File: config.mk
export PLATFORM = sky130hd
export DESIGN_NAME = pipe_event_tracer
export DESIGN_NICKNAME = d
export VERILOG_FILES = /design/src/rtl/pipe_event_tracer.sv
export SDC_FILE = /design/constraint.sdc
export NUM_CORES = 1
export LEC_CHECK = 0
export ABC_CLOCK_PERIOD_IN_PS = 8950
export CORE_MARGIN = 2
export CORE_UTILIZATION = 53
export CTS_CLUSTER_DIAMETER = 30
export DETAILED_ROUTE_END_ITERATION = 8
export PLACE_DENSITY = 0.76
export SLEW_MARGIN = 20
export SYNTH_ARGS = -nofsm -noshare
export SYNTH_HDL_FRONTEND = slang
export SYNTH_SLANG_ARGS = --single-unit
File: constraint.sdc
create_clock -name clk_i -period 8.95 [get_ports clk_i]
set_clock_uncertainty 0.1 [all_clocks]
set_input_delay 0.895 -clock clk_i [delete_from_list [all_inputs] [get_ports clk_i]]
set_output_delay 0.895 -clock clk_i [all_outputs]
set_load 0.01 [all_outputs]
File: src/rtl/pipe_event_tracer.sv
// pipe_event_tracer: statistics counters and buffered writeback trace stream for the 5-stage CPU.
// Each register writeback to a non-zero destination becomes a 64-bit record
// {cycle[26:0], rd[4:0], data[31:0]} queued in a DEPTH-entry FIFO behind a valid/ready port.
// Optional feature: define TRACE_STALL_EN to also queue marker records for stall/flush cycles.
module pipe_event_tracer #(
    parameter int DEPTH = 8,
    parameter int CNT_W = 32
) (
    input  logic             clk_i,
    input  logic             rst_n_i,
    input  logic             start_i,
    input  logic             clear_i,
    input  logic             stall_i,
    input  logic             flush_i,
    input  logic             wb_en_i,
    input  logic [4:0]       wb_addr_i,
    input  logic [31:0]      wb_data_i,
    output logic             trace_valid_o,
    input  logic             trace_ready_i,
    output logic [63:0]      trace_data_o,
    output logic             drop_o,
    output logic [CNT_W-1:0] cycle_cnt_o,
    output logic [CNT_W-1:0] stall_cnt_o,
    output logic [CNT_W-1:0] flush_cnt_o,
    output logic [CNT_W-1:0] retire_cnt_o
);

    localparam int              PTR_W    = $clog2(DEPTH);
    localparam logic [PTR_W-1:0] PTR_ONE  = PTR_W'(1);
    localparam logic [PTR_W:0]   OCC_ONE  = (PTR_W + 1)'(1);
    localparam logic [PTR_W:0]   FULL_OCC = (PTR_W + 1)'(DEPTH);
    localparam logic [CNT_W-1:0] CNT_ONE  = CNT_W'(1);

    // Statistics counters
    logic [CNT_W-1:0] cycleCnt_q, cycleCnt_d;
    logic [CNT_W-1:0] stallCnt_q, stallCnt_d;
    logic [CNT_W-1:0] flushCnt_q, flushCnt_d;
    logic [CNT_W-1:0] retireCnt_q, retireCnt_d;

    // FIFO storage, pointers, occupancy and registered head
    logic [63:0]      mem_q [DEPTH];
    logic [PTR_W-1:0] rdPtr_q, rdPtr_d;
    logic [PTR_W-1:0] wrPtr_q, wrPtr_d;
    logic [PTR_W:0]   count_q, count_d;
    logic             valid_q, valid_d;
    logic [63:0]      data_q, data_d;
    logic             drop_q, drop_d;

    // Event decode and record assembly
    logic [26:0]      stamp;
    logic             wbEvent;
    logic             pushReq;
    logic [63:0]      pushRec;
    logic             full;
    logic             popFire;
    logic             doPush;
    logic             memWe;

    // The timestamp is the low 27 bits of the cycle counter, zero-extended if the counter is narrower
    generate
        if (CNT_W >= 27) begin : gStampSlice
            assign stamp = cycleCnt_q[26:0];
        end else begin : gStampExt
            assign stamp = {{(27 - CNT_W){1'b0}}, cycleCnt_q};
        end
    endgenerate

    // Saturating increment: counters stick at all-ones instead of wrapping
    function automatic logic [CNT_W-1:0] satInc(input logic [CNT_W-1:0] v);
        return (&v) ? v : v + CNT_ONE;
    endfunction

`ifdef TRACE_STALL_EN
    logic markEvent;

    // A stall/flush cycle without a writeback produces a marker; a writeback in the same cycle wins
    always_comb begin
        wbEvent   = start_i & wb_en_i & (wb_addr_i != 5'd0);
        markEvent = start_i & (stall_i | flush_i) & ~wbEvent;
        pushReq   = wbEvent | markEvent;
        if (wbEvent) begin
            pushRec = {stamp, wb_addr_i, wb_data_i};
        end else begin
            pushRec = {stamp, 5'd0, 30'd0, flush_i, stall_i};
        end
    end
`else
    // Only writebacks to a non-zero register while the CPU runs are traced
    always_comb begin
        wbEvent = start_i & wb_en_i & (wb_addr_i != 5'd0);
        pushReq = wbEvent;
        pushRec = {stamp, wb_addr_i, wb_data_i};
    end
`endif

    // Next-state logic for counters and FIFO; clear overrides every event in the same cycle
    always_comb begin
        cycleCnt_d  = cycleCnt_q;
        stallCnt_d  = stallCnt_q;
        flushCnt_d  = flushCnt_q;
        retireCnt_d = retireCnt_q;

        if (start_i) begin
            cycleCnt_d = satInc(cycleCnt_q);
            if (stall_i) begin
                stallCnt_d = satInc(stallCnt_q);
            end
            if (flush_i) begin
                flushCnt_d = satInc(flushCnt_q);
            end
            if (wbEvent) begin
                retireCnt_d = satInc(retireCnt_q);
            end
        end

        full    = (count_q == FULL_OCC);
        popFire = valid_q & trace_ready_i;
        // When full, a simultaneous pop frees the slot the push lands in
        doPush  = pushReq & (~full | popFire);
        drop_d  = drop_q | (pushReq & full & ~popFire);

        rdPtr_d = popFire ? rdPtr_q + PTR_ONE : rdPtr_q;
        wrPtr_d = doPush  ? wrPtr_q + PTR_ONE : wrPtr_q;

        case ({doPush, popFire})
            2'b10:   count_d = count_q + OCC_ONE;
            2'b01:   count_d = count_q - OCC_ONE;
            default: count_d = count_q;
        endcase

        valid_d = (count_d != '0);

        // The head register preloads the next entry; a push into an empty slot bypasses storage
        if (count_d == '0) begin
            data_d = data_q;
        end else if (doPush && (rdPtr_d == wrPtr_q)) begin
            data_d = pushRec;
        end else begin
            data_d = mem_q[rdPtr_d];
        end

        memWe = doPush;

        if (clear_i) begin
            cycleCnt_d  = '0;
            stallCnt_d  = '0;
            flushCnt_d  = '0;
            retireCnt_d = '0;
            drop_d      = 1'b0;
            rdPtr_d     = '0;
            wrPtr_d     = '0;
            count_d     = '0;
            valid_d     = 1'b0;
            data_d      = '0;
            memWe       = 1'b0;
        end
    end

    // State registers with asynchronous reset to the empty, zeroed state
    always_ff @(posedge clk_i or negedge rst_n_i) begin
        if (!rst_n_i) begin
            cycleCnt_q  <= '0;
            stallCnt_q  <= '0;
            flushCnt_q  <= '0;
            retireCnt_q <= '0;
            drop_q      <= 1'b0;
            rdPtr_q     <= '0;
            wrPtr_q     <= '0;
            count_q     <= '0;
            valid_q     <= 1'b0;
            data_q      <= '0;
        end else begin
            cycleCnt_q  <= cycleCnt_d;
            stallCnt_q  <= stallCnt_d;
            flushCnt_q  <= flushCnt_d;
            retireCnt_q <= retireCnt_d;
            drop_q      <= drop_d;
            rdPtr_q     <= rdPtr_d;
            wrPtr_q     <= wrPtr_d;
            count_q     <= count_d;
            valid_q     <= valid_d;
            data_q      <= data_d;
        end
    end

    // FIFO storage needs no reset: occupancy and the head register gate what is visible
    always_ff @(posedge clk_i) begin
        if (memWe) begin
            mem_q[wrPtr_q] <= pushRec;
        end
    end

    assign trace_valid_o = valid_q;
    assign trace_data_o  = data_q;
    assign drop_o        = drop_q;
    assign cycle_cnt_o   = cycleCnt_q;
    assign stall_cnt_o   = stallCnt_q;
    assign flush_cnt_o   = flushCnt_q;
    assign retire_cnt_o  = retireCnt_q;

endmodule

Yosys cells after proc, flatten, opt, wreduce, memory -nomap -nowiden --
Memory sizes are Yosys's and may differ from the RTL's. Cells that the tools add are included.
Word-level totals: register bits after elaboration 204, bits in latches 0, RAM bits 512, ROM bits 0, logic and storage cells 84, memories 1
Memories:
- mem_q | depth 8, bits a word 64, read ports 1, clocked after Yosys merged registers in 0, wr ports 1, RTL line 41 | logic [63:0] mem_q [DEPTH];
Cells by class: add/subtract/negate cells 8, multiply operators 0, div/mod/pow operators 0, magnitude comparators 0, eq/ne operators 9, shift-type cells 0, muxes and demuxes 29, bitwise logic cells 10, reductions and logical operators 17
Operator list (number):
- 2-to-1 mux 32 bit | 15
- 2-to-1 mux 64 bit | 3
- adder 32 x 1 -> 32 bit, second input constant | 4
- AND reduction 32 bit | 4
- 2-to-1 mux 3 bit | 4
- inequality test 2 bit, second input constant | 5
- nonzero test 2 bit | 5
- AND reduction 3 bit | 3
- case mux 4 bit (2 select lines) | 1
- adder 3 x 1 -> 3 bit, second input constant | 2
- bitwise AND 1 bit | 6
- 2-to-1 mux 1 bit | 5
- nonzero test 5 bit | 1
- adder 4 x 1 -> 4 bit, second input constant | 1
- == test 4 bit, second input constant | 1
- zero test 4 bit | 1
- 2-to-1 mux 4 bit | 1
- nonzero test 4 bit | 1
- subtractor 4 x 1 -> 4 bit, second input constant | 1
- == test 3 bit | 1
- == test 2 x 1 -> 1 bit, second input constant | 1
- == test 2 bit, second input constant | 1
- inverter 1 bit | 2
- bitwise OR 1 bit | 2
- 2 further kinds | 2

Depth between registers and ports, before layout --
Gate-level depths: netlist of run 1.
depth after elaboration 9, depth in mapped cells 14

Least setup slack after synthesis of run 1 --
OpenSTA, ideal clock, no wires.
path type input -> register, start input trace_ready_i, end memory mem_q[0][0] (enable), arrival 8.276 ns, required time 8.184 ns, setup slack -0.092 ns, stages on the path 5, cell sequence buf_2 nand2_1 and3_1 nand2b_1 nor4b_1
On the way: word-level cells in the longest chain between the ends 6
RTL lines:
- start: declaration | RTL line 19 | input logic trace_ready_i,
- bitwise AND 1 bit | RTL line 117 | popFire = valid_q & trace_ready_i;
- bitwise OR 1 bit | RTL line 119 | doPush = pushReq & (~full | popFire);
- bitwise AND 1 bit | RTL line 119
- 2-to-1 mux 1 bit | RTL line 144 | if (clear_i) begin
- 2-to-1 mux 1 bit | RTL line 188 | if (memWe) begin
- 2-to-1 mux 1 bit (implied by the code) | RTL line 189 | mem_q[wrPtr_q] <= pushRec;
- end: declaration | RTL line 41
Every way passes these cells.

Worst setup path in the final report of run 1 --
start input wb_addr_i[0], end register data_q[16], in the netlist trace_data_o[16]
On the way: word-level cells in the longest chain between the ends 7, elaborated cells between the ends (all ways) 12, those cells by class 3 x eq/ne; 4 x mux; 2 x bitwise; 3 x reduce/logical
RTL lines:
- start: declaration | RTL line 16 | input logic [4:0] wb_addr_i,
- nonzero test 5 bit (*) | RTL line 90 | wbEvent = start_i & wb_en_i & (wb_addr_i != 5'd0);
- bitwise AND 1 bit (*) | RTL line 90
- bitwise AND 1 bit (*) | RTL line 119
- == test 2 x 1 -> 1 bit (tied with other cells) | RTL line 125 | case ({doPush, popFire})
- case mux 4 bit (2 select lines) / 2-to-1 mux 64 bit (equally long branches) | RTL line 125, 136
- zero test 4 bit / 2-to-1 mux 64 bit (equally long branches) | RTL line 134 | if (count_d == '0) begin
- inequality test 2 bit (no source line) / 2-to-1 mux 64 bit (equally long branches)
- end signal: assignment | RTL line 182 | data_q <= data_d;
- end: declaration | RTL line 46 | logic [63:0] data_q, data_d;
Every way passes the cells marked *; elsewhere a longest branch is shown, timed or not. The select of a mux whose other input is x is not followed. A chain may end at the register's enable or synchronous reset.

==> flow_summary_export.csv, run 1 <==
group,metric,value,unit
routing,drt-vias-per-instance,6.12,
synthesis,synth_ff_type,"edfxtp_1",
clock_network,tritoncts,"built",
clock_network,cts_hold_buffers,0,
synthesis,synth_nets,2339,
routing,dr.pass1.iters,7,
critical_path,cp_max_fo,39,
synthesis,ys_warn_count,0,
clock_network,cts_resized,0,
critical_path,path_class,"in2reg",
run,maxCapViolations,0,
synthesis,syn-cell-area,32400,um2
power_and_ir_drop,powerDensity,246,nW/um2
place,hpwlAfterDp,44.8,mm
place,gp_congestion,0.838,
clock_network,cts_buffer_depth,3,
routing,drtIter0Drc,1443,
global_route,grt_pass1_vias,22000,
routing,postRouteAntennaNets,0,
sta,max_slew_margin,0.231,
routing,wl_per_cell,23.6,um
sta,slew_viol_final,0,
clock_network,cts_buffers,140,
global_route,grt_overflow,0,
layout,fin_area,40600,um2
sta,setup_viol,0,
clock_network,clk_latency,0.72,ns
clock_network,path_clk_slew,0.05,ns
layout,multi_input_area,11400,um2
routing,wl,81.5,mm
die,dieArea,63200,um2
synthesis,yosys-top-cells-area,"edfxtp_1 (47%), mux2i_1 (18%), dfrtp_1 (16%)",
synthesis,synth_top_cell_by_area,"edfxtp_1",
place,placed_cell_area,35600,um2
layout,drive_gt1_frac,0.116,
global_route,antenna_found_initial,1,
die,start_util,0.536,
synthesis,synth-edff-count,512,
synthesis,synth_top_area_frac,0.474,
die,ioPinCount,239,
clock_network,cts-htree-levels,4,
sta,fin_crit_sh,0.483,
critical_path,worstSetupEndpointType,"flip-flop",
power_and_ir_drop,vdd_drop_max,0.196,mV
layout,fillCellCount,4103,
global_route,grt_pass1_wl,125,mm
die,die_w,251,um
synthesis,synthArstFlopShare,0.285,
synthesis,seq_area_frac_synth,0.631,
layout,regArea,20500,um2
clock_network,cts_root_buf,"clkbuf_16",
routing,drc,0,
power_and_ir_drop,p_leak,14.3,nW
synthesis,synthCells,2287,
sta,hold_viol_final,0,
place,io_buffers,238,
die,row_count,90,
clock_network,clkSinkCount,716,
layout,antenna_cells,0,
clock_network,post-cts-setup-buffers,0,
critical_path,start_kind,"input pin",
die,die_h,251,um
synthesis,syn_avg_cell_area,14.2,um2
routing,vias,21200,
sta,rsz0062_at_grt,"no",
layout,syn_to_final_growth,25.2,%
global_route,track_usage,0.258,
layout,nNetsFinal,2614,
min_path,min_path_type,"in2async",
synthesis,synth_seq_cells,716,
critical_path,cp.arrival,4.78,ns
sta,clock.fmax,231,MHz
sta,max_slew.worst_pin.slew,1.15,ns
die,core,60500,um2
sta,finalSetupTns,0,ns
synthesis,ys_types,62,
outcome,status,"finished, final reports clean",
global_route,grt_max_degree,152,
sta,min_period,4.32,ns
critical_path,crit_required,9.41,ns
[cell usage after synthesis, types with 9 or more instances]
cell type,number
buf_2,26
a221oi_1,64
clkbuf_1,94
and2_1,9
o22ai_1,63
o21ai_0,14
o2bb2ai_1,55
nand4_1,42
a211oi_1,18
dfrtp_1,204
o2bb2ai_2,10
nand3_1,53
mux2i_1,576
nand2_1,58
a21oi_1,32
and3_1,29
nor3_1,26
xnor2_1,67
nor2_1,136
and4_1,16
nor4_1,18
inv_1,21
or3_1,11
edfxtp_1,512
buf_1,15
xor2_1,52
[through the flow]
step	instances	hold slack [ns]	power (mW)	util	setup slack [ns]
after floorplan	2287	0.422	4.23	-	0.372
after global placement	3201	0.371	4.65	0.589	4.00
after detailed placement	3202	0.372	4.66	0.589	3.91
after CTS	3461	0.150	10.1	0.671	4.65
after global routing	3461	0.213	10.3	0.671	4.42
final	3461	0.159	9.99	0.671	4.63
[final cells by class]
type                    instances  area share
flip-flops and latches        716       0.505
multi-input cells            1408       0.280
clock buffers                 166      0.0914
repair buffers                275      0.0666
clock inverters                93      0.0309
well taps                     782      0.0241
inverters                      21     0.00194
[where the power goes]
part	internal, mW	leakage (nW)	switching (mW)
Clock	3.57	2.38	1.80
Combinational	0.353	4.66	0.486
Sequential	3.67	7.21	0.103
Total	7.60	14.3	2.39
[final timing paths]
path,startpoint,end,slack (ns),depth (start not counted)
worst max register to register,rdPtr_q[0]$_DFF_PN0_,trace_data_o[16]$_DFFE_PN0P_,4.66,9
worst min register to register,trace_data_o[17]$_DFFE_PN0P_,trace_data_o[17]$_DFFE_PN0P_,0.38,1
worst min-delay path,rst_n_i,stall_cnt_o[12]$_DFFE_PN0P_,0.16,1
min in group clk_i,trace_data_o[17]$_DFFE_PN0P_,trace_data_o[17]$_DFFE_PN0P_,0.38,1
worst max-delay path,wb_addr_i[0],trace_data_o[16]$_DFFE_PN0P_,4.63,13
max in group asynchronous,rst_n_i,cycle_cnt_o[31]$_DFFE_PN0P_,7.12,2
[critical path, stage by stage]
cell and delay (ns):
clkdlybuf4s50_1 0.58, or4_4 0.67, o211ai_4 0.34, nand2_1 0.17
xnor2_1 0.16, ha_1 0.30, nor2b_1 0.15, a31o_2 0.12
mux2i_1 0.07, mux2_4 0.30, o31ai_4 0.24, buf_4 0.58
o2bb2ai_1 0.16
[sequential cells by signal (all words and copies together) (netlist names)]
| name | count |
|---|---|
| retire_cnt_o | 32 |
| trace_valid_o | 1 |
| mem_q | 512 |
| cycle_cnt_o | 32 |
| stall_cnt_o | 32 |
| trace_data_o | 64 |
| drop_o | 1 |
| count_q | 4 |
| wrPtr_q | 3 |
| flush_cnt_o | 32 |
| rdPtr_q | 3 |
[placed cells by master, fill, tap and decap left out, drive strengths merged, types with 15 or more instances in the layout]
master	Yosys	routed
a211oi	18	18
clkinvlp	0	15
clkbuf	94	166
and4	16	16
buf	48	39
edfxtp	512	512
bufinv	0	20
nor2	136	136
nand3	53	53
dfrtp	204	204
nor3	26	26
o22ai	63	63
a21oi	32	32
nor4	19	19
xnor2	67	67
o2bb2ai	65	65
nand4	42	42
clkdlybuf4s50	0	236
nand2	58	58
a221oi	64	64
xor2	52	52
and3	29	29
mux2i	576	576
clkinv	0	49
inv	21	30
[cell families after synthesis]
kind of cell | Yosys count | synth area share
compound gates | 288 | 0.0688
xor+xnor | 119 | 0.0321
fa+ha+maj | 7 | 0.00270
buf+inv | 163 | 0.0214
flops | 716 | 0.631
mux | 578 | 0.179
simple gates | 416 | 0.0646
[routing by layer]
| layer | global-route usage | vias up | wire (um) |
|---|---|---|---|
| li1 | - | 9493 | - |
| met1 | 0.327 | 10800 | 33100 |
| met2 | 0.422 | 765 | 39500 |
| met3 | 0.0783 | 177 | 6750 |
| met4 | 0.0963 | 2 | 2110 |
| met5 | 0 | - | 13 |
(Power assumes the default switching activity.)
==> inputs of run 2 (changes only) <==
--- a/config.mk
+++ b/config.mk
@@ -5,7 +5,7 @@
 export SDC_FILE = /design/constraint.sdc
 export NUM_CORES = 1
 export LEC_CHECK = 0
-export ABC_CLOCK_PERIOD_IN_PS = 8950
+export ABC_CLOCK_PERIOD_IN_PS = 3700
 export CORE_MARGIN = 2
 export CORE_UTILIZATION = 53
 export CTS_CLUSTER_DIAMETER = 30
==> constraint.sdc (replaced) <==
create_clock -name clk_i -period 3.7 [get_ports clk_i]
set_clock_uncertainty 0.1 [all_clocks]
set_input_delay 0.37 -clock clk_i [delete_from_list [all_inputs] [get_ports clk_i]]
set_output_delay 0.37 -clock clk_i [all_outputs]
set_load 0.01 [all_outputs]
==> flow_summary_export.csv, run 2 (synthesis gave the netlist of run 1 again) <==
group,metric,value,unit
run,maxCapViolations,0,
layout,drive_gt1_frac,0.129,
sta,fin_crit_sh,0.864,
die,row_count,90,
die,die_h,251,um
clock_network,cts_buffer_depth,3,
routing,drtIter0Drc,1618,
place,hpwlAfterDp,48.0,mm
layout,final_cell_mix,"mux2i_1 (576), edfxtp_1 (512), clkdlybuf4s50_1 (236), dfrtp_1 (203), clkbuf_16 (140)",
critical_path,start_kind,"input pin",
die,start_util,0.536,
clock_network,clk_latency,0.71,ns
clock_network,cts_hold_buffers,2,
critical_path,worstSetupEndpointType,"flip-flop",
routing,drt-vias-per-instance,6.12,
routing,wl_per_cell,23.8,um
routing,wl,83.1,mm
power_and_ir_drop,total_power,23.8,mW
global_route,antenna_found_initial,2,
power_and_ir_drop,p_leak,14.5,nW
sta,min_period,3.20,ns
critical_path,cp_max_fo,18,
clock_network,cts-htree-levels,4,
global_route,grt_pass1_vias,22500,
place,io_buffers,238,
place,dp.cells,3248,
die,ioPinCount,239,
clock_network,post-cts-setup-buffers,0,
die,dieArea,63200,um2
global_route,grt_pass1_wl,128,mm
sta,hold_viol_final,0,
routing,dr.pass1.iters,5,
sta,max_slew_margin,0.310,
layout,syn_to_final_growth,26.7,%
layout,fin_cells,3499,
layout,fillCellCount,4062,
clock_network,cts_buffers,135,
layout,regMostFlops,"mem_q",
die,core,60500,um2
min_path,min_path_type,"in2async",
power_and_ir_drop,powerDensity,579,nW/um2
global_route,track_usage,0.265,
clock_network,cts_resized,0,
critical_path,cp.arrival,3.70,ns
clock_network,clkSinkCount,716,
routing,drc,0,
global_route,grt_overflow,0,
sta,setup_slack,0.503,ns
outcome,status,"finished, final reports clean",
place,gp_congestion,0.865,
sta,max_slew.worst_pin.slew,1.04,ns
critical_path,crit_required,4.21,ns
critical_path,path_class,"in2reg",
power_and_ir_drop,vdd_drop_max,0.485,mV
clock_network,cts_root_buf,"clkbuf_16",
sta,slew_viol_final,0,
clock_network,tritoncts,"built",
place,pre_cts_slack,-0.192,ns
routing,postRouteAntennaNets,0,
global_route,grt_max_degree,130,
routing,vias,21400,
layout,final_common_cell,"mux2i_1",
sta,clock.fmax,313,MHz
die,die_w,251,um
layout,largest_register_ffs,512,
layout,nNetsFinal,2657,
sta,setup_viol,0,
sta,rsz0062_at_grt,"no",
clock_network,path_clk_slew,0.04,ns
==> run 2: area by class of cell <==
cell class	count	area [um2]	share of cell area
antenna	1	2.50	0.0000609
clock buffer	167	3690	0.0899
clock inverter	81	1000	0.0243
inverter	21	78.8	0.00192
multi-input combinational	1408	11400	0.279
sequential	716	20500	0.498
tap	782	978	0.0238
timing repair buffer	323	3420	0.0831
==> run 2: worst paths after layout <==
| path | startpoint | endpoint | slack (ns) | cells past startpoint |
|---|---|---|---|---|
| max | wb_addr_i[0] | trace_data_o[45]$_DFFE_PN0P_ | 0.50 | 14 |
| min | rst_n_i | stall_cnt_o[12]$_DFFE_PN0P_ | 0.16 | 2 |
| max reg2reg | rdPtr_q[1]$_DFF_PN0_ | trace_data_o[45]$_DFFE_PN0P_ | 0.52 | 9 |
| min reg2reg | trace_data_o[0]$_DFFE_PN0P_ | trace_data_o[0]$_DFFE_PN0P_ | 0.38 | 1 |
| max in group asynchronous | rst_n_i | retire_cnt_o[3]$_DFFE_PN0P_ | 2.20 | 3 |
| min in group clk_i | wb_addr_i[1] | mem_q[2][33]$_DFFE_PP_ | 0.32 | 2 |
==> run 2: critical path, stage by stage <==
cell and delay, ns:
clkdlybuf4s50_1 0.43, or4_4 0.62, o211ai_4 0.21, nand2_1 0.12, xnor2_1 0.19, ha_1 0.19, a21bo_2 0.24, a211oi_1 0.28
a21oi_1 0.07, buf_4 0.16, nor4_4 0.27, buf_4 0.22, buf_12 0.17, o2bb2ai_1 0.15
==> run 2: power by group <==
| part | leakage (nW) | total (mW) | switching, mW | internal [mW] |
|---|---|---|---|---|
| sequential | 7.21 | 9.14 | 0.267 | 8.88 |
| clock | 2.28 | 12.5 | 4.14 | 8.32 |
| combinational | 5.01 | 2.18 | 1.21 | 0.977 |
| total | 14.5 | 23.8 | 5.62 | 18.2 |
==> run 2: through the flow <==
| step | area, um2 | hold WS [ns] | utilization | setup TNS, ns |
|---|---|---|---|---|
| 2_1_floorplan | 32500 | -0.0256 | - | -198.09 |
| 3_3_place_gp | 36400 | 0.359 | 0.602 | -4.39 |
| 3_5_place_dp | 36400 | 0.362 | 0.602 | -9.26 |
| 4_1_cts | 41100 | 0.198 | 0.680 | 0 |
| 5_1_grt | 41100 | 0.220 | 0.680 | 0 |
| 6_report | 41100 | 0.161 | 0.680 | 0 |
==> run 2: routing by layer <==
metal | routed length [um] | track usage | up-vias
li1 | - | - | 9578
met2 | 40500 | 0.439 | 828
met5 | 14 | 0 | -
met1 | 34300 | 0.336 | 10800
met4 | 1960 | 0.0920 | 2
met3 | 6400 | 0.0735 | 147
